File: config.mk
export PLATFORM = sky130hd
export DESIGN_NAME = serdes_gearbox_tx
export DESIGN_NICKNAME = d
export VERILOG_FILES = /design/src/rtl/serdes_pkg.sv /design/src/rtl/serdes_gearbox_tx_rst_bridge.sv /design/src/rtl/serdes_gearbox_tx.sv
export SDC_FILE = /design/constraint.sdc
export NUM_CORES = 1
export LEC_CHECK = 0
export ABC_AREA = 1
export CORE_MARGIN = 4
export CORE_UTILIZATION = 60
export DETAILED_ROUTE_END_ITERATION = 12
export PLACE_DENSITY = 0.86
export REMOVE_ABC_BUFFERS = 1
export SETUP_SLACK_MARGIN = 0.1
export SLEW_MARGIN = 30
export SYNTH_ARGS = -nofsm -noshare
export SYNTH_HDL_FRONTEND = slang
export SYNTH_SLANG_ARGS = --single-unit
export TNS_END_PERCENT = 1
File: constraint.sdc
create_clock -name i_clk -period 5.2 [get_ports i_clk]
set_input_delay 0.52 -clock i_clk [delete_from_list [all_inputs] [get_ports i_clk]]
set_output_delay 0.52 -clock i_clk [all_outputs]
set_load 0.02 [all_outputs]
File: src/rtl/serdes_pkg.sv
// Shared definitions for the serdes gearboxes: TMDS control symbols and
// buffer sizing helpers used by both the transmit and receive directions.
package serdes_pkg;

    localparam int unsigned TMDS_SYM_W = 10;

    localparam logic [TMDS_SYM_W-1:0] TMDS_CTRL_00 = 10'h354;
    localparam logic [TMDS_SYM_W-1:0] TMDS_CTRL_01 = 10'h0AB;
    localparam logic [TMDS_SYM_W-1:0] TMDS_CTRL_10 = 10'h154;
    localparam logic [TMDS_SYM_W-1:0] TMDS_CTRL_11 = 10'h2AB;

    // Shift buffer must hold one full input word on top of a partial output slice.
    function automatic int unsigned buf_width(input int unsigned in_w, input int unsigned out_w);
        return in_w + out_w;
    endfunction

    function automatic int unsigned cnt_width(input int unsigned in_w, input int unsigned out_w);
        return $clog2(in_w + out_w + 1);
    endfunction

endpackage

File: src/rtl/serdes_gearbox_tx_rst_bridge.sv
// Reset bridge: asserts asynchronously, releases synchronously after two clock edges.
module rst_bridge (
    input  logic clk,
    input  logic arst,
    output logic rst_sync
);

    logic [1:0] sync_q;

    always_ff @(posedge clk or posedge arst) begin
        if (arst) begin
            sync_q <= 2'b11;
        end else begin
            sync_q <= {sync_q[0], 1'b0};
        end
    end

    assign rst_sync = sync_q[1];

endmodule

File: src/rtl/serdes_gearbox_tx.sv
// Multi-lane transmit gearbox: IN_W-bit words in via valid/ready, OUT_W-bit
// slices out LSB first, with training-word insertion and sticky underrun flag.
module serdes_gearbox_tx
    import serdes_pkg::*;
#(
    parameter int unsigned     CHANNELS   = 3,
    parameter int unsigned     IN_W       = 10,
    parameter int unsigned     OUT_W      = 4,
    parameter logic [IN_W-1:0] TRAIN_WORD = IN_W'(TMDS_CTRL_00)
) (
    input  logic                      i_clk,
    input  logic                      i_arst,
    input  logic [CHANNELS*IN_W-1:0]  i_pdata,
    input  logic                      i_valid,
    output logic                      o_ready,
    input  logic                      i_train,
    input  logic                      i_oce,
    output logic [CHANNELS*OUT_W-1:0] o_sdata,
    output logic                      o_svalid,
    output logic                      o_underrun,
    input  logic                      i_underrun_clr
);

    localparam int unsigned BUF_W = buf_width(IN_W, OUT_W);
    localparam int unsigned CNT_W = cnt_width(IN_W, OUT_W);

    localparam logic [CNT_W-1:0] ROOM_MAX  = CNT_W'(BUF_W - IN_W);
    localparam logic [CNT_W-1:0] OUT_STEP  = CNT_W'(OUT_W);
    localparam logic [CNT_W-1:0] IN_STEP   = CNT_W'(IN_W);
    localparam logic [BUF_W-1:0] WORD_MASK = BUF_W'({IN_W{1'b1}});

    logic                      rst_s;
    logic [CNT_W-1:0]          cnt_q;
    logic [CNT_W-1:0]          cnt_d;
    logic [CNT_W-1:0]          pos_c;
    logic                      room_c;
    logic                      load_c;
    logic                      drain_c;
    logic                      starve_c;
    logic [CHANNELS*OUT_W-1:0] slice_c;

    rst_bridge u_rst_bridge (
        .clk      (i_clk),
        .arst     (i_arst),
        .rst_sync (rst_s)
    );

    // Shared lockstep control: room, load/drain decisions and next fill level.
    always_comb begin
        room_c   = !rst_s && (cnt_q <= ROOM_MAX);
        o_ready  = room_c && !i_train;
        load_c   = (i_valid && o_ready) || (i_train && room_c);
        drain_c  = i_oce && (cnt_q >= OUT_STEP);
        starve_c = i_oce && (cnt_q < OUT_STEP);
        pos_c    = drain_c ? (cnt_q - OUT_STEP) : cnt_q;
        cnt_d    = pos_c + (load_c ? IN_STEP : CNT_W'(0));
    end

    for (genvar c = 0; c < CHANNELS; c++) begin : g_lane
        logic [BUF_W-1:0] buf_q;
        logic [BUF_W-1:0] buf_d;
        logic [BUF_W-1:0] shifted;
        logic [IN_W-1:0]  word;

        // Masked write so stale bits above the fill level never leak into a slice.
        always_comb begin
            word    = i_train ? TRAIN_WORD : i_pdata[c*IN_W +: IN_W];
            shifted = drain_c ? (buf_q >> OUT_W) : buf_q;
            buf_d   = shifted;
            if (load_c) begin
                buf_d = (shifted & ~(WORD_MASK << pos_c)) | (BUF_W'(word) << pos_c);
            end
        end

        always_ff @(posedge i_clk or posedge rst_s) begin
            if (rst_s) begin
                buf_q <= '0;
            end else begin
                buf_q <= buf_d;
            end
        end

        assign slice_c[c*OUT_W +: OUT_W] = buf_q[OUT_W-1:0];
    end

    // Output slice register: holds while downstream is idle, zeroes on starvation.
    always_ff @(posedge i_clk or posedge rst_s) begin
        if (rst_s) begin
            cnt_q      <= '0;
            o_sdata    <= '0;
            o_svalid   <= 1'b0;
            o_underrun <= 1'b0;
        end else begin
            cnt_q <= cnt_d;
            if (drain_c) begin
                o_sdata  <= slice_c;
                o_svalid <= 1'b1;
            end else if (starve_c) begin
                o_sdata  <= '0;
                o_svalid <= 1'b0;
            end
            if (starve_c) begin
                o_underrun <= 1'b1;
            end else if (i_underrun_clr) begin
                o_underrun <= 1'b0;
            end
        end
    end

endmodule
# ---- After elaboration in Yosys (flattened, before gate mapping)
# Cells that the tools add are included.
dict set report totals {
  in_bits 36
  wordCells 52
  ff_bits 62
  output_inout_bits 15
}
dict set report classes {
  n_addsub 2
  n_shift 4
  n_reduce_logical 11
  magnitude_cmp 3
  mux 17
  bitwise 7
}
# op n
set ops {}
lappend ops {{$mux 14} 6}
lappend ops {{$and 14x14->14} 3}
lappend ops {{$or 14x14->14} 3}
lappend ops {{$shl 10x4->14} 3}
lappend ops {{$mux 10} 3}
lappend ops {{$mux 12} 2}
lappend ops {{$not 14->14} 1}
lappend ops {{$shl 10x4->14 const A} 1}
lappend ops {{$mux 4} 2}
lappend ops {{$logic_and 1x1->1} 6}
lappend ops {{$add 4x4->4} 1}
lappend ops {{$ge 4x3->1 const B} 1}
lappend ops {{$le 4x3->1 const B} 1}
lappend ops {{$lt 4x3->1 const B} 1}
lappend ops {{$mux 1} 4}
lappend ops {{$reduce_bool 2->1} 2}
lappend ops {{$sub 4x3->4 const B} 1}
lappend ops {{$logic_not 1->1} 2}
lappend ops {{$logic_or 1x1->1} 1}

# ---- Logic depth before layout (Yosys ltp)
dict set report depth {
  ltp_word 8
  mapped_depth 13
  mapped_depth_nobuf 11
}

# ---- By module
# From an unflattened synthesis, not the netlist that was laid out.
dict set report hier_totals {
  cells_unflattened 574
  area_unflattened_um2 3809.9
}
# module seq_area_each_um2 area_per_inst_um2 n_inst cells_per_inst
set by_module_without_submodules {}
lappend by_module_without_submodules {serdes_gearbox_tx 1476.4 3749.8 1 570}
lappend by_module_without_submodules {rst_bridge 52.6 60.1 1 4}

# ---- Worst setup path after synthesis
# No wires, ideal clock.
dict set report synth_timing {
  path_kind {register to register}
  start {register u_rst_bridge.sync_q[1]}
  end {register cnt_q[3]}
  path_slack_ns 2.378
  setup_time_ns 0.079
  arrival_time_ns 2.743
  required_time_ns 5.121
  path_stages_with_launch 9
  synth_period_minus_slack_ns 2.822
  n_path_buf 1
  cell_sequence {dfstp_2 > inv_1 > nand3b_2 > inv_2 > buf_2 > ha_1 > inv_1 > nor2_2 > xor2_1}
}
dict set report synth_via {
  elab_chain_len 7
  word_cells_on_any_way 8
  classes_between {1 x add/sub; 1 x mux; 6 x reduce/logical}
}
# element line
set synth_rtl {}
lappend synth_rtl {{start: declaration} serdes_gearbox_tx_rst_bridge.sv:8} ;# logic [1:0] sync_q;
lappend synth_rtl {{start signal: assignment} serdes_gearbox_tx_rst_bridge.sv:14} ;# sync_q <= {sync_q[0], 1'b0};
lappend synth_rtl {{$logic_not 1->1 (no source line) *} --}
lappend synth_rtl {{$logic_and 1x1->1 *} serdes_gearbox_tx.sv:50} ;# room_c = !rst_s && (cnt_q <= ROOM_MAX);
lappend synth_rtl {{$logic_and 1x1->1} serdes_gearbox_tx.sv:51} ;# o_ready = room_c && !i_train;
lappend synth_rtl {{$logic_and 1x1->1} serdes_gearbox_tx.sv:52} ;# load_c = (i_valid && o_ready) || (i_train && room_c);
lappend synth_rtl {{$logic_or 1x1->1 *} serdes_gearbox_tx.sv:52}
lappend synth_rtl {{$mux 4 *} serdes_gearbox_tx.sv:56} ;# cnt_d = pos_c + (load_c ? IN_STEP : CNT_W'(0));
lappend synth_rtl {{$add 4x4->4 *} serdes_gearbox_tx.sv:56}
lappend synth_rtl {{net cnt_d[3]} serdes_gearbox_tx.sv:34} ;# logic [CNT_W-1:0] cnt_d;
lappend synth_rtl {{end signal: assignment} serdes_gearbox_tx.sv:94} ;# cnt_q <= cnt_d;
lappend synth_rtl {{end: declaration} serdes_gearbox_tx.sv:33} ;# logic [CNT_W-1:0] cnt_q;
# The timed path passes the listed nets; every way through them passes the cells marked *.
# A chain may end at the register's enable or synchronous reset.

# ---- Worst setup path in the final report
dict set report layout_timing {
  start {register cnt_q[2]}
  end {register g_lane[0].buf_q[1]}
}
dict set report layout_via {
  elab_chain_len 8
  word_cells_on_any_way 17
  classes_between {1 x add/sub; 2 x order compare; 2 x shift; 3 x mux; 3 x bitwise; 6 x reduce/logical}
}
# element line
set layout_rtl {}
lappend layout_rtl {{$ge 4x3->1} serdes_gearbox_tx.sv:53} ;# drain_c = i_oce && (cnt_q >= OUT_STEP);
lappend layout_rtl {{$logic_and 1x1->1} serdes_gearbox_tx.sv:53}
lappend layout_rtl {{$mux 4} serdes_gearbox_tx.sv:55} ;# pos_c = drain_c ? (cnt_q - OUT_STEP) : cnt_q;
lappend layout_rtl {{$shl 10x4->14} serdes_gearbox_tx.sv:71} ;# buf_d = (shifted & ~(WORD_MASK << pos_c)) | (BUF_W'(word) << pos_c);
lappend layout_rtl {{$not 14->14} serdes_gearbox_tx.sv:71}
lappend layout_rtl {{$and 14x14->14} serdes_gearbox_tx.sv:71}
lappend layout_rtl {{$or 14x14->14} serdes_gearbox_tx.sv:71}
lappend layout_rtl {{$mux 14 *} serdes_gearbox_tx.sv:70} ;# if (load_c) begin
lappend layout_rtl {{net g_lane[0].buf_d[1]} serdes_gearbox_tx.sv:61} ;# logic [BUF_W-1:0] buf_d;
lappend layout_rtl {{end signal: assignment} serdes_gearbox_tx.sv:79} ;# buf_q <= buf_d;
lappend layout_rtl {{end: declaration} serdes_gearbox_tx.sv:60} ;# logic [BUF_W-1:0] buf_q;
# Marked as above.

==> flow_summary.ini <==
[status]
status = finished clean

[logic_synthesis]
synth_compound_area_share_pct = 14.68
synth_top_family_by_area = simple AND/OR/NAND/NOR gates
seq_area_frac_synth_pct = 40.77
synth-simple-area-share_pct = 34.67
synth_cell_types = 29
muxShareOfSynthArea_pct = 0
synthAdderAreaFrac_pct = 0.6673
ys_warn_count = 0
syn-cell-area_um2 = 3750
synthCells = 562
ys_ff_latch = 61
syn_avg_cell_area_um2 = 6.672
synth-xor-area-share_pct = 0.2336

[power_and_ir_drop]
seqPwrFrac_pct = 28.2
p_int_w = 0.001460
clock_power_share_pct = 17.8
powerDensity_nw_per_um2 = 609.8
combPwrFrac_pct = 54.1
p_leak_nw = 2.212
ir_drop_v = 0.0005490
switching_share_pct = 46.44
p_total_w = 0.002725
p_sw_w = 0.001266

[worst_hold_path]
hold_end = u_rst_bridge.sync_q[1]
hold_path_class = register to register
min_from = u_rst_bridge.sync_q[0]
hold_depth = 0

[clock_tree]
post_cts_buffers = 0
cts-buffers-inserted = 9
cts_tree = built
cts_resized = 0
cts.path.max_buffers = 2
path_clk_slew_ns = 0.07
clock-sinks = 61
root_buffer = clkbuf_8
clock_latency_ns = 0.35
postCtsHoldBufs = 0
cts-htree-levels = 3

[route]
drc = 0
wirelength_mm = 10.25
ant_nets = 0
vias = 3798
dr.pass1.iters = 6
wl_per_cell_um = 15.10
via_per_inst = 5.594
drtIter0Drc = 323

[finish]
drive_gt1_share_pct = 7.616
num_antenna_cells = 0
layout_commonest_cell = nand2_1
design_area_um2 = 4469
fin_nets = 637
syn_to_final_growth_pct = 19.19
fillers = 485
most-common-layout-cells = nand2_1 (214), o21ai_0 (74), dfrtp_1 (59)
seqCellArea_um2 = 1529
multi_input_area_um2 = 1888

[worst_setup_path]
crit_path_start = cnt_q[2]
crit_arrival_ns = 3.26
path_class = register to register
cp.required_ns = 5.41
ff2ff_path_depth = 10
start_kind = register
worstReg2RegStart = cnt_q[2]
r2r_setup_slack_ns = 2.15
crit-reg2reg-capture = g_lane[0].buf_q[1]
worstPathMaxFanout = 40
crit_path_end_kind = register

[grt]
grt_usage_pct = 28.77
grt_overflow_total = 0
grt_max_degree = 61
grt_pass1_vias = 3615
grt_antenna_before_repair = 0
grt_pass1_wl_mm = 16.97

[timing]
max_freq_mhz = 328.4
finalClockSkew_ns = 0.007032
hold_viol = 0
worst_slew_pin_slew_ns = 0.7480
max-slew-margin-rel_pct = 50.13
setup_viol = 0
slew_violations = 0
fin_setup_tns_ns = 0
rsz0062_at_grt = false
fin_crit_ns = 3.045
finalCritPeriodShare_pct = 58.56

[placement]
place.gp.congestion = 0.9015
io_buffers = 50
hpwlAfterDp_mm = 6.946
place_area_um2 = 4244

[floorplanning]
die_h_um = 87.06
core_area_um2 = 5991
start_util_pct = 62.59
std_cell_rows = 28
ios = 51
die_area_um2 = 7579
die_width_um = 87.06

[flow_run]
maxCapViolCount = 0
## synth_stat cells, drive strengths merged
| master | instances | share of area [%] |
|---|---|---|
| a21oi | 6 | 0.80 |
| buf | 15 | 2.5 |
| clkbuf | 16 | 1.6 |
| clkinv | 1 | 0.10 |
| conb | 1 | 0.10 |
| dfrtp | 59 | 39 |
| dfstp | 2 | 1.4 |
| ha | 2 | 0.67 |
| inv | 47 | 4.7 |
| nand2 | 220 | 23 |
| nand3 | 41 | 5.6 |
| nand3b | 1 | 0.30 |
| nand4 | 2 | 0.33 |
| nor2 | 47 | 5.0 |
| o211ai | 10 | 2.0 |
| o21ai | 80 | 11 |
| o22ai | 6 | 1.0 |
| or2 | 5 | 0.83 |
| xor2 | 1 | 0.23 |
## worst max path at each step
stage                                to  slack, ns
floorplan           g_lane[1].buf_q[12]       1.74
global placement     g_lane[2].buf_q[0]       2.13
detailed placement   g_lane[0].buf_q[1]       2.05
CTS                  g_lane[0].buf_q[1]       2.22
global route        g_lane[1].buf_q[13]       1.85
finish               g_lane[0].buf_q[1]       2.15
## through the flow
stage               setup WS, ns  hold WS [ns]  util, %  cells
floorplan                  1.737        0.3452        -    531
global placement           2.130        0.3488    70.84    663
detailed placement         2.047        0.3504    70.84    663
CTS                        2.217        0.3572    74.60    679
global route               1.854        0.3630    74.60    679
finish                     2.155        0.3559    74.60    679
## cells by family after synthesis
| family | after synthesis |
|---|---|
| and+or+nand+nor | 316 |
| buffers and inverters | 79 |
| xor gates and xnor gates | 1 |
| AOI/OAI and AO/OA | 102 |
| other | 1 |
| DFF | 61 |
| adders and majority gates | 2 |
## final cells by class
type	instances	share of cell area, %
Sequential cell	61	34.21
Multi-Input combinational cell	422	42.25
Tap cell	75	2.100
Timing Repair Buffer	57	12.37
Clock inverter	4	1.568
Inverter	48	4.031
Clock buffer	12	3.471
## state kept, by name, summed over array words and instances (netlist names)
signal	flops
g_lane.buf_q	42
o_sdata	12
cnt_q	3
u_rst_bridge.sync_q	2
o_svalid	1
o_underrun	1
## power by group through the flow
stage / clock, W / combinational, W / sequential [W]
2_1_floorplan: 0 / 0.000910 / 0.000843
3_3_place_gp: 0 / 0.00141 / 0.000767
3_5_place_dp: 0 / 0.00144 / 0.000775
4_1_cts: 0.000484 / 0.00145 / 0.000768
5_1_grt: 0.000506 / 0.00164 / 0.000791
6_report: 0.000484 / 0.00147 / 0.000768
## worst max-delay path: stages, from the launching register on
cell and delay (ns):
dfrtp_1 0.43, inv_1 0.13, ha_1 0.23, nand2_2 0.11, nand2_2 0.50, nand2_1 0.12, nand2_1 0.38, nand2_1 0.29
buf_4 0.29, nor2_2 0.28, o22ai_1 0.13
## per-layer routing
layer	part of all wire [%]	global-route usage (%)	wire length [um]
met1	41	37.24	4239
met2	47	46.03	4820
met5	0	0	0
met3	8.5	6.244	871
met4	3.1	13.17	320
No activity file was read; power rests on OpenSTA's default activity.
